## src/rtl/enemy_pkg.sv

```systemverilog
// Shared types and constants for the enemy slot manager and its per-slot FSMs.
package enemy_pkg;

  localparam int         NUM_SLOTS = 10;
  localparam logic [7:0] Y_EDGE    = 8'd120;
  // Fibonacci taps for x^8 + x^6 + x^5 + x^4 + 1 with bit 7 as the output stage.
  localparam logic [7:0] LFSR_TAPS = 8'hB8;

  typedef enum logic [1:0] {
    IDLE  = 2'd0,
    FLY   = 2'd1,
    CLEAR = 2'd2
  } slot_state_t;

  function automatic logic [7:0] lfsr_step(input logic [7:0] value);
    return {value[6:0], ^(value & LFSR_TAPS)};
  endfunction

  // Folds a value in 0..19 back into the slot index range 0..9.
  function automatic logic [3:0] slot_wrap(input logic [4:0] value);
    return (value >= 5'(NUM_SLOTS)) ? 4'(value - 5'(NUM_SLOTS)) : value[3:0];
  endfunction

endpackage

```

## src/rtl/enemy_slot_manager_if.sv

```systemverilog
// Signal bundle between the game environment (collision/Y-counter side) and the slot manager.
interface enemy_slot_manager_if;
  import enemy_pkg::*;

  logic                 run;
  logic [NUM_SLOTS-1:0] touch_edge;
  logic [NUM_SLOTS-1:0] hit;
  logic [NUM_SLOTS-1:0] c_en;
  logic [NUM_SLOTS-1:0] des;
  logic                 kill_pulse;
  logic                 escape_pulse;
  logic [3:0]           miss_count;
  logic                 game_over;

  modport master (
    output run, touch_edge, hit,
    input  c_en, des, kill_pulse, escape_pulse, miss_count, game_over
  );

  modport slave (
    input  run, touch_edge, hit,
    output c_en, des, kill_pulse, escape_pulse, miss_count, game_over
  );

endinterface

```

## src/rtl/enemy_slot_fsm.sv

```systemverilog
// One enemy slot: IDLE -> FLY on grant, FLY -> CLEAR on hit/escape/forced clear, CLEAR -> IDLE.
module enemy_slot_fsm
  import enemy_pkg::*;
(
  input  logic clk,
  input  logic reset,
  input  logic run,
  input  logic grant,
  input  logic hit,
  input  logic touch_edge,
  input  logic force_clear,
  output logic c_en,
  output logic des,
  output logic idle,
  output logic killed,
  output logic escaped
);

  slot_state_t state_reg, state_next;

  always_ff @(posedge clk) begin
    if (reset) begin
      state_reg <= IDLE;
    end else begin
      state_reg <= state_next;
    end
  end

  // killed/escaped flag the transition being taken this cycle; the top registers them.
  always_comb begin
    state_next = state_reg;
    killed     = 1'b0;
    escaped    = 1'b0;
    if (run) begin
      case (state_reg)
        IDLE: begin
          if (grant) state_next = FLY;
        end
        FLY: begin
          if (hit) begin
            state_next = CLEAR;
            killed     = 1'b1;
          end else if (touch_edge) begin
            state_next = CLEAR;
            escaped    = 1'b1;
          end else if (force_clear) begin
            state_next = CLEAR;
          end
        end
        CLEAR:   state_next = IDLE;
        default: state_next = IDLE;
      endcase
    end
  end

  assign c_en = (state_reg == FLY);
  assign des  = (state_reg == CLEAR);
  assign idle = (state_reg == IDLE);

endmodule

```

## src/rtl/enemy_slot_manager.sv

```systemverilog
// Enemy slot lifecycle: spawn timer, LFSR slot picker, miss counter and game-over latch.
module enemy_slot_manager
  import enemy_pkg::*;
#(
  parameter logic [15:0] SPAWN_INTERVAL = 16'd50000,
  parameter logic [7:0]  LFSR_SEED      = 8'hA5,
  parameter logic [3:0]  MAX_MISSES     = 4'd3
) (
  input logic           clk,
  input logic           reset,
  enemy_slot_manager_if.slave bus
);

  logic [15:0]          timer_reg;
  logic [7:0]           lfsr_reg;
  logic [3:0]           miss_reg;
  logic                 game_over_reg;
  logic                 kill_pulse_reg;
  logic                 escape_pulse_reg;
  logic [NUM_SLOTS-1:0] grant, idle, killed, escaped, c_en_vec, des_vec;
  logic                 counting, attempt, found;
  logic [3:0]           start_idx, scan_idx;
  logic [4:0]           miss_sum;

  // An attempt fires on the edge where the count reaches zero, giving exactly
  // SPAWN_INTERVAL counting cycles between attempts.
  assign counting  = bus.run && !game_over_reg;
  assign attempt   = counting && (timer_reg <= 16'd1);
  assign start_idx = slot_wrap({1'b0, lfsr_reg[3:0]});
  assign miss_sum  = {1'b0, miss_reg} + 5'($countones(escaped));

  always_comb begin
    grant    = '0;
    found    = 1'b0;
    scan_idx = '0;
    if (attempt) begin
      for (int i = 0; i < NUM_SLOTS; i++) begin
        scan_idx = slot_wrap(5'(start_idx) + 5'(i));
        if (!found && idle[scan_idx]) begin
          grant[scan_idx] = 1'b1;
          found           = 1'b1;
        end
      end
    end
  end

  always_ff @(posedge clk) begin
    if (reset) begin
      timer_reg        <= SPAWN_INTERVAL;
      lfsr_reg         <= LFSR_SEED;
      miss_reg         <= '0;
      game_over_reg    <= 1'b0;
      kill_pulse_reg   <= 1'b0;
      escape_pulse_reg <= 1'b0;
    end else begin
      // Pulses hold with the frozen slots while paused so they stay aligned with des.
      if (bus.run) begin
        lfsr_reg         <= lfsr_step(lfsr_reg);
        kill_pulse_reg   <= |killed;
        escape_pulse_reg <= |escaped;
        miss_reg         <= (miss_sum > 5'd15) ? 4'd15 : miss_sum[3:0];
      end
      if (counting) begin
        timer_reg <= attempt ? SPAWN_INTERVAL : timer_reg - 16'd1;
      end
      if (miss_reg >= MAX_MISSES) begin
        game_over_reg <= 1'b1;
      end
    end
  end

  generate
    for (genvar gi = 0; gi < NUM_SLOTS; gi++) begin : g_slot
      enemy_slot_fsm u_fsm (
        .clk         (clk),
        .reset       (reset),
        .run         (bus.run),
        .grant       (grant[gi]),
        .hit         (bus.hit[gi]),
        .touch_edge  (bus.touch_edge[gi]),
        .force_clear (game_over_reg),
        .c_en        (c_en_vec[gi]),
        .des         (des_vec[gi]),
        .idle        (idle[gi]),
        .killed      (killed[gi]),
        .escaped     (escaped[gi])
      );
    end
  endgenerate

  assign bus.c_en         = c_en_vec;
  assign bus.des          = des_vec;
  assign bus.kill_pulse   = kill_pulse_reg;
  assign bus.escape_pulse = escape_pulse_reg;
  assign bus.miss_count   = miss_reg;
  assign bus.game_over    = game_over_reg;

endmodule

```

## src/flat_wrapper.sv

```systemverilog
// flat-port wrapper written by rule: the top's interface ports become plain ports
module enemy_slot_manager_flat import enemy_pkg::*;
#(
  parameter logic [15:0] SPAWN_INTERVAL = 16'd50000,
  parameter logic [7:0]  LFSR_SEED      = 8'hA5,
  parameter logic [3:0]  MAX_MISSES     = 4'd3
)
  (clk, reset, bus_run, bus_touch_edge, bus_hit, bus_c_en, bus_des, bus_kill_pulse, bus_escape_pulse, bus_miss_count, bus_game_over);
  enemy_slot_manager_if bus_i ();
  input logic clk;
  input logic reset;
  input wire logic [$bits(bus_i.run)-1:0] bus_run;
  input wire logic [$bits(bus_i.touch_edge)-1:0] bus_touch_edge;
  input wire logic [$bits(bus_i.hit)-1:0] bus_hit;
  output wire logic [$bits(bus_i.c_en)-1:0] bus_c_en;
  output wire logic [$bits(bus_i.des)-1:0] bus_des;
  output wire logic [$bits(bus_i.kill_pulse)-1:0] bus_kill_pulse;
  output wire logic [$bits(bus_i.escape_pulse)-1:0] bus_escape_pulse;
  output wire logic [$bits(bus_i.miss_count)-1:0] bus_miss_count;
  output wire logic [$bits(bus_i.game_over)-1:0] bus_game_over;
  assign bus_i.run = bus_run;
  assign bus_i.touch_edge = bus_touch_edge;
  assign bus_i.hit = bus_hit;
  assign bus_c_en = bus_i.c_en;
  assign bus_des = bus_i.des;
  assign bus_kill_pulse = bus_i.kill_pulse;
  assign bus_escape_pulse = bus_i.escape_pulse;
  assign bus_miss_count = bus_i.miss_count;
  assign bus_game_over = bus_i.game_over;
  enemy_slot_manager #(.SPAWN_INTERVAL(SPAWN_INTERVAL), .LFSR_SEED(LFSR_SEED), .MAX_MISSES(MAX_MISSES)) u_core (.clk(clk), .reset(reset), .bus(bus_i));
endmodule
```

## config.mk

```make
export PLATFORM = sky130hd
export DESIGN_NAME = enemy_slot_manager_flat
export DESIGN_NICKNAME = d
export VERILOG_FILES = /design/src/rtl/enemy_pkg.sv /design/src/rtl/enemy_slot_manager_if.sv /design/src/rtl/enemy_slot_fsm.sv /design/src/rtl/enemy_slot_manager.sv /design/src/flat_wrapper.sv
export SDC_FILE = /design/constraint.sdc
export NUM_CORES = 1
export LEC_CHECK = 0
export BUFFER_PORTS_ARGS = -buffer_cell sky130_fd_sc_hd__clkbuf_2
export CAP_MARGIN = 15
export CORE_MARGIN = 2
export CORE_UTILIZATION = 45
export CTS_BUF_LIST = sky130_fd_sc_hd__clkbuf_4
export CTS_CLUSTER_DIAMETER = 200
export DETAILED_ROUTE_END_ITERATION = 16
export REMOVE_ABC_BUFFERS = 1
export SETUP_SLACK_MARGIN = 0.15
export SLEW_MARGIN = 0
export SYNTH_ARGS = -nofsm -noshare
export SYNTH_HDL_FRONTEND = slang
export SYNTH_SLANG_ARGS = --single-unit
```

## constraint.sdc

```tcl
create_clock -name clk -period 8.6 [get_ports clk]
set_clock_uncertainty 0.15 [all_clocks]
set_input_delay 1.72 -clock clk [delete_from_list [all_inputs] [get_ports clk]]
set_output_delay 1.72 -clock clk [all_outputs]
set_load 0.01 [all_outputs]
```

==> parameters.txt <==
Parameter                              Value

Detailed routing
  Detailed-router iteration count before antenna repair ... 5
  1st-iter DRT viols ... approximately 730
  Via count ... 7391
  Mean number of vias per cell ... 6.489
  WL per Instance ... 20.12 µm
  Antenna viol nets, final ... 0
  Drt drc ... 0
  Overall routed net length ... 22.92 mm

Run status
  Outcome ... finished clean

Power and ir drop
  Portion of total power attributed to combinational logic ... between 60% and 70%
  Sw power ... ~0.65 mW
  Sequential group share of total power ... 21.3%
  Largest vdd supply drop ... roughly 0.12 mV
  Power per cell area ... 168.6 mW/mm²
  Switching share of power ... 53.36%
  Clk network pwr share ... under 10%
  Standby leakage power ... 2.970 nW
  Tot Pwr ... 1.219 mW
  Internal power ... 0.5686 mW

Synth
  Share of the synthesized area in compound gates (AO/OA/AOI/OAI) ... about 30%
  Netlist Area Pre-Place ... 0.007005 mm²
  Number of flops mapped to enable cells by yosys ... 0
  Share of synthesized area occupied by flip-flops and latches ... 14.57%
  Register bit total from synthesis ... 51
  Avg Synthesized Cell Area ... 7.328 µm²
  Combinational family with the most area after synthesis ... compound AO/OA/AOI/OAI gates
  Number of cells produced by synthesis ... 956
  Async set-or-reset flop fraction in the synthesized netlist ... 0%
  Share of synthesized cell area in full adder, half adder and majority cells ... 9.252%
  Simple-gate share of the synthesized area ... 28.88%
  Distinct cell type count after synthesis ... 97
  Warnings, synthesis ... 0
  Share of synthesized area spent on multiplexers ... 4.929%
  Dominant synthesized flop cell ... dfxtp_1
  Fraction of synthesized cell area in xor and xnor cells ... 3.465%

Global route
  Antenna violations before repair ... 1
  Overflow left after global routing ... 0
  Gr usage total ... 27.69%
  Via count of the first global-routing pass ... 6599
  First-pass GRT wire length ... approximately 36 mm
  Largest net degree at the start of global routing ... 66

Place
  Total of buffers placed on input and output ports ... 49
  Inst Count DP ... 1130
  DP Worst Slack ... between 1.5 and 2 ns
  Dpl hpwl ... 17.91 mm
  Routability Congestion ... 0.9722

Setup path
  Most common cell on crit path ... ha_1
  Family of cells with the greatest summed delay on the critical path ... simple AND/OR/NAND/NOR gates
  Reg2Reg Setup Slack ... ~1.9 ns
  Worst-path fanout max ... 22
  Max stage delay on crit path ... 0.74 ns
  Startpoint Class ... flop
  Worst path cell trace ... ha_1 -> nor2b_1 -> o21ai_2 -> inv_1 -> ha_1 -> xnor2_2 -> clkinv_2 -> ha_1 -> inv_1 -> o21ai_0 -> o21a_1 -> o31a_1 -> or3_1 -> o211ai_1 -> nand3b_1 -> or3_4 -> or4b_1 -> and4_4 -> a311oi_2
  Worst setup path category ... reg -> reg
  Type of element capturing the critical path ... flop
  Critical-path top delay cell ... ha_1
  Data required time of the worst path ... about 8.8 ns
  Arrival time worst endpoint ... 6.95 ns
  CP Buf/Inv Count ... 3

Hold path
  Worst min-delay path class ... reg -> reg

Clocking
  TritonCTS sink count ... 51
  Cells resized by post-CTS repair ... 0
  Level count of the clock H-tree ... 2
  CTS hold repair buffers ... 0
  CTS tree ... yes
  Setup Fix Bufs, Post-CTS ... 0
  Root buf cell ... clkbuf_4
  Longest Clk Path Bufs ... 2
  Clock network latency to the later pin of the worst-skew pair ... approximately 0.44 ns
  Post-CTS clock slew at the launch and capture registers of the worst setup and hold paths ... 0.19 ns
  Num CTS Buffers ... 5

Floorplanning
  Core region area ... 0.01520 mm²
  DIE WIDTH ... 128.8 µm
  Chip Height ... between 100 and 150 µm
  Initial core utilization ... 46.08%
  Std cell rows ... 45
  Overall die area ... around 0.017 mm²
  Ports ... 50

Cells and area
  Area of all sequential standard cells ... 0.001022 mm²
  Total area of multi-input combinational cells ... 0.005359 mm²
  Area added between synthesis and finish ... 3.197%
  Layout Cells excl Fill ... 1139
  Number of flip-flops under the largest register name ... 20
  Fraction of final layout cells sized beyond drive strength 1 ... roughly an eighth
  Post-route core utilization ... 47.56%
  Filler cell count in the final layout ... 1559
  Final-stage net count ... a little over 1k

Job
  Max_cap viols ... 0

Timing
  Post-Route Setup TNS ... 0 ns
  Fmax ... 149.0 MHz
  RSZ-0062 raised after global routing ... no
  Fin. Hold Viols ... 0
  Clock period minus final worst setup slack ... 6.713 ns
  Least setup slack across all paths after layout ... 1.887 ns
  Worst slew slack as a fraction of its limit ... 40.29%
  Final critical-path share of the clock period ... 78.06%
  Total count of max-transition violations in the final report ... 0
  Final setup viols ... 0
  Slew at the pin closest to its max-slew limit ... around 0.89 ns
==> worst min-delay path: cells and delay by family (launching register included) <==
family / cells / cell delay, ns
AOI/OAI and AO/OA: 1 / 0.06
and+or+nand+nor: 1 / 0.07
DFF: 1 / 0.33
==> routing by layer <==
metal	share of wire, %	routed length, µm	track usage (%)	vias up
li1	-	-	-	3568
met1	45	10370	38.44	3489
met2	45	10200	43.11	279
met3	6.4	1467	4.241	55
met4	3.8	879	11.00	0
met5	0	0	0	-
==> placed cells by master, fill, tap and decap left out, types with 12 or more instances in the layout <==
cell      count
a21o_1       17
a21oi_1      56
and3_1       13
clkbuf_2     49
dfxtp_1      50
ha_1         39
inv_1        55
mux2i_1      23
nand2_1      69
nand2b_1     24
nand3_1      40
nand4_1      19
nor2_1       89
nor2b_1      14
nor3_1       43
nor4_1       13
o211ai_1     18
o21ai_0      29
o41ai_1      17
or3_1        12
xnor2_1      18
==> final timing paths <==
path                                          start                             endpoint  cells after the start
worst max-delay path             u_core.lfsr_reg[1]  u_core.g_slot[7].u_fsm.state_reg[0]                     19
worst min-delay path            u_core.timer_reg[8]                  u_core.timer_reg[8]                      2
worst max register to register   u_core.lfsr_reg[1]  u_core.g_slot[7].u_fsm.state_reg[0]                     19
worst min register to register  u_core.timer_reg[8]                  u_core.timer_reg[8]                      2
==> power by group through the flow <==
stage               clock [mW]  sequential [mW]  combinational, mW
finish                   0.121            0.260              0.839
global placement             0            0.265              0.813
CTS                      0.126            0.260              0.815
floorplan                    0            0.271              0.588
global route             0.132            0.262              0.909
detailed placement           0            0.265              0.811
==> final cells by class <==
cell class / count / share of cell area [%]
clock buffer: 5 / 0.5192
tap: 188 / 3.254
timing repair buffer: 59 / 4.431
sequential: 51 / 14.14
multi-input combinational: 769 / 74.13
antenna: 1 / 0.03461
inverter: 63 / 3.288
clock inverter: 3 / 0.2077
==> synthesized netlist by cell type, types with 7 or more instances <==
cell type	count	area [µm²]
o22ai_1	8	50.05
xnor2_1	18	157.7
nand4_1	19	118.9
or3_1	12	75.07
nor4_1	13	81.33
inv_1	55	206.5
o211ai_1	18	135.1
mux2i_1	23	230.2
nor2b_1	14	87.58
buf_4	22	165.2
o21ai_0	29	145.1
nor3_1	43	215.2
nand2_1	69	259.0
or4_1	8	60.06
fa_1	8	160.2
or2_2	10	62.56
ha_1	39	488.0
a31oi_1	10	62.56
a211oi_1	11	82.58
a21o_1	17	127.6
o31ai_1	9	67.56
o41ai_1	17	148.9
dfxtp_1	51	1021
nand2b_1	24	150.1
and3_1	13	81.33
a21oi_1	56	280.3
o32ai_1	7	61.31
nor2_1	89	334.1
clkbuf_1	30	112.6
nand3_1	40	200.2
buf_2	13	65.06
==> stage by stage <==
stage | hold WS, ns | area (µm²)
6_report | 0.3439 | 7229
2_1_floorplan | 0.2943 | 6618
3_3_place_gp | 0.3197 | 7174
5_1_grt | 0.3736 | 7229
4_1_cts | 0.3489 | 7227
3_5_place_dp | 0.3200 | 7174
==> cells by family (layout without fill, tap and decap cells) <==
family          after synthesis  count (layout)
mux                          30              30
compound gates              277             277
fa+ha+maj                    47              47
flops                        51              51
simple gates                389             389
xor+xnor                     26              26
buf+inv                     136             130
other cells                   0               1
Note: power is estimated with default switching activity, not from simulation.
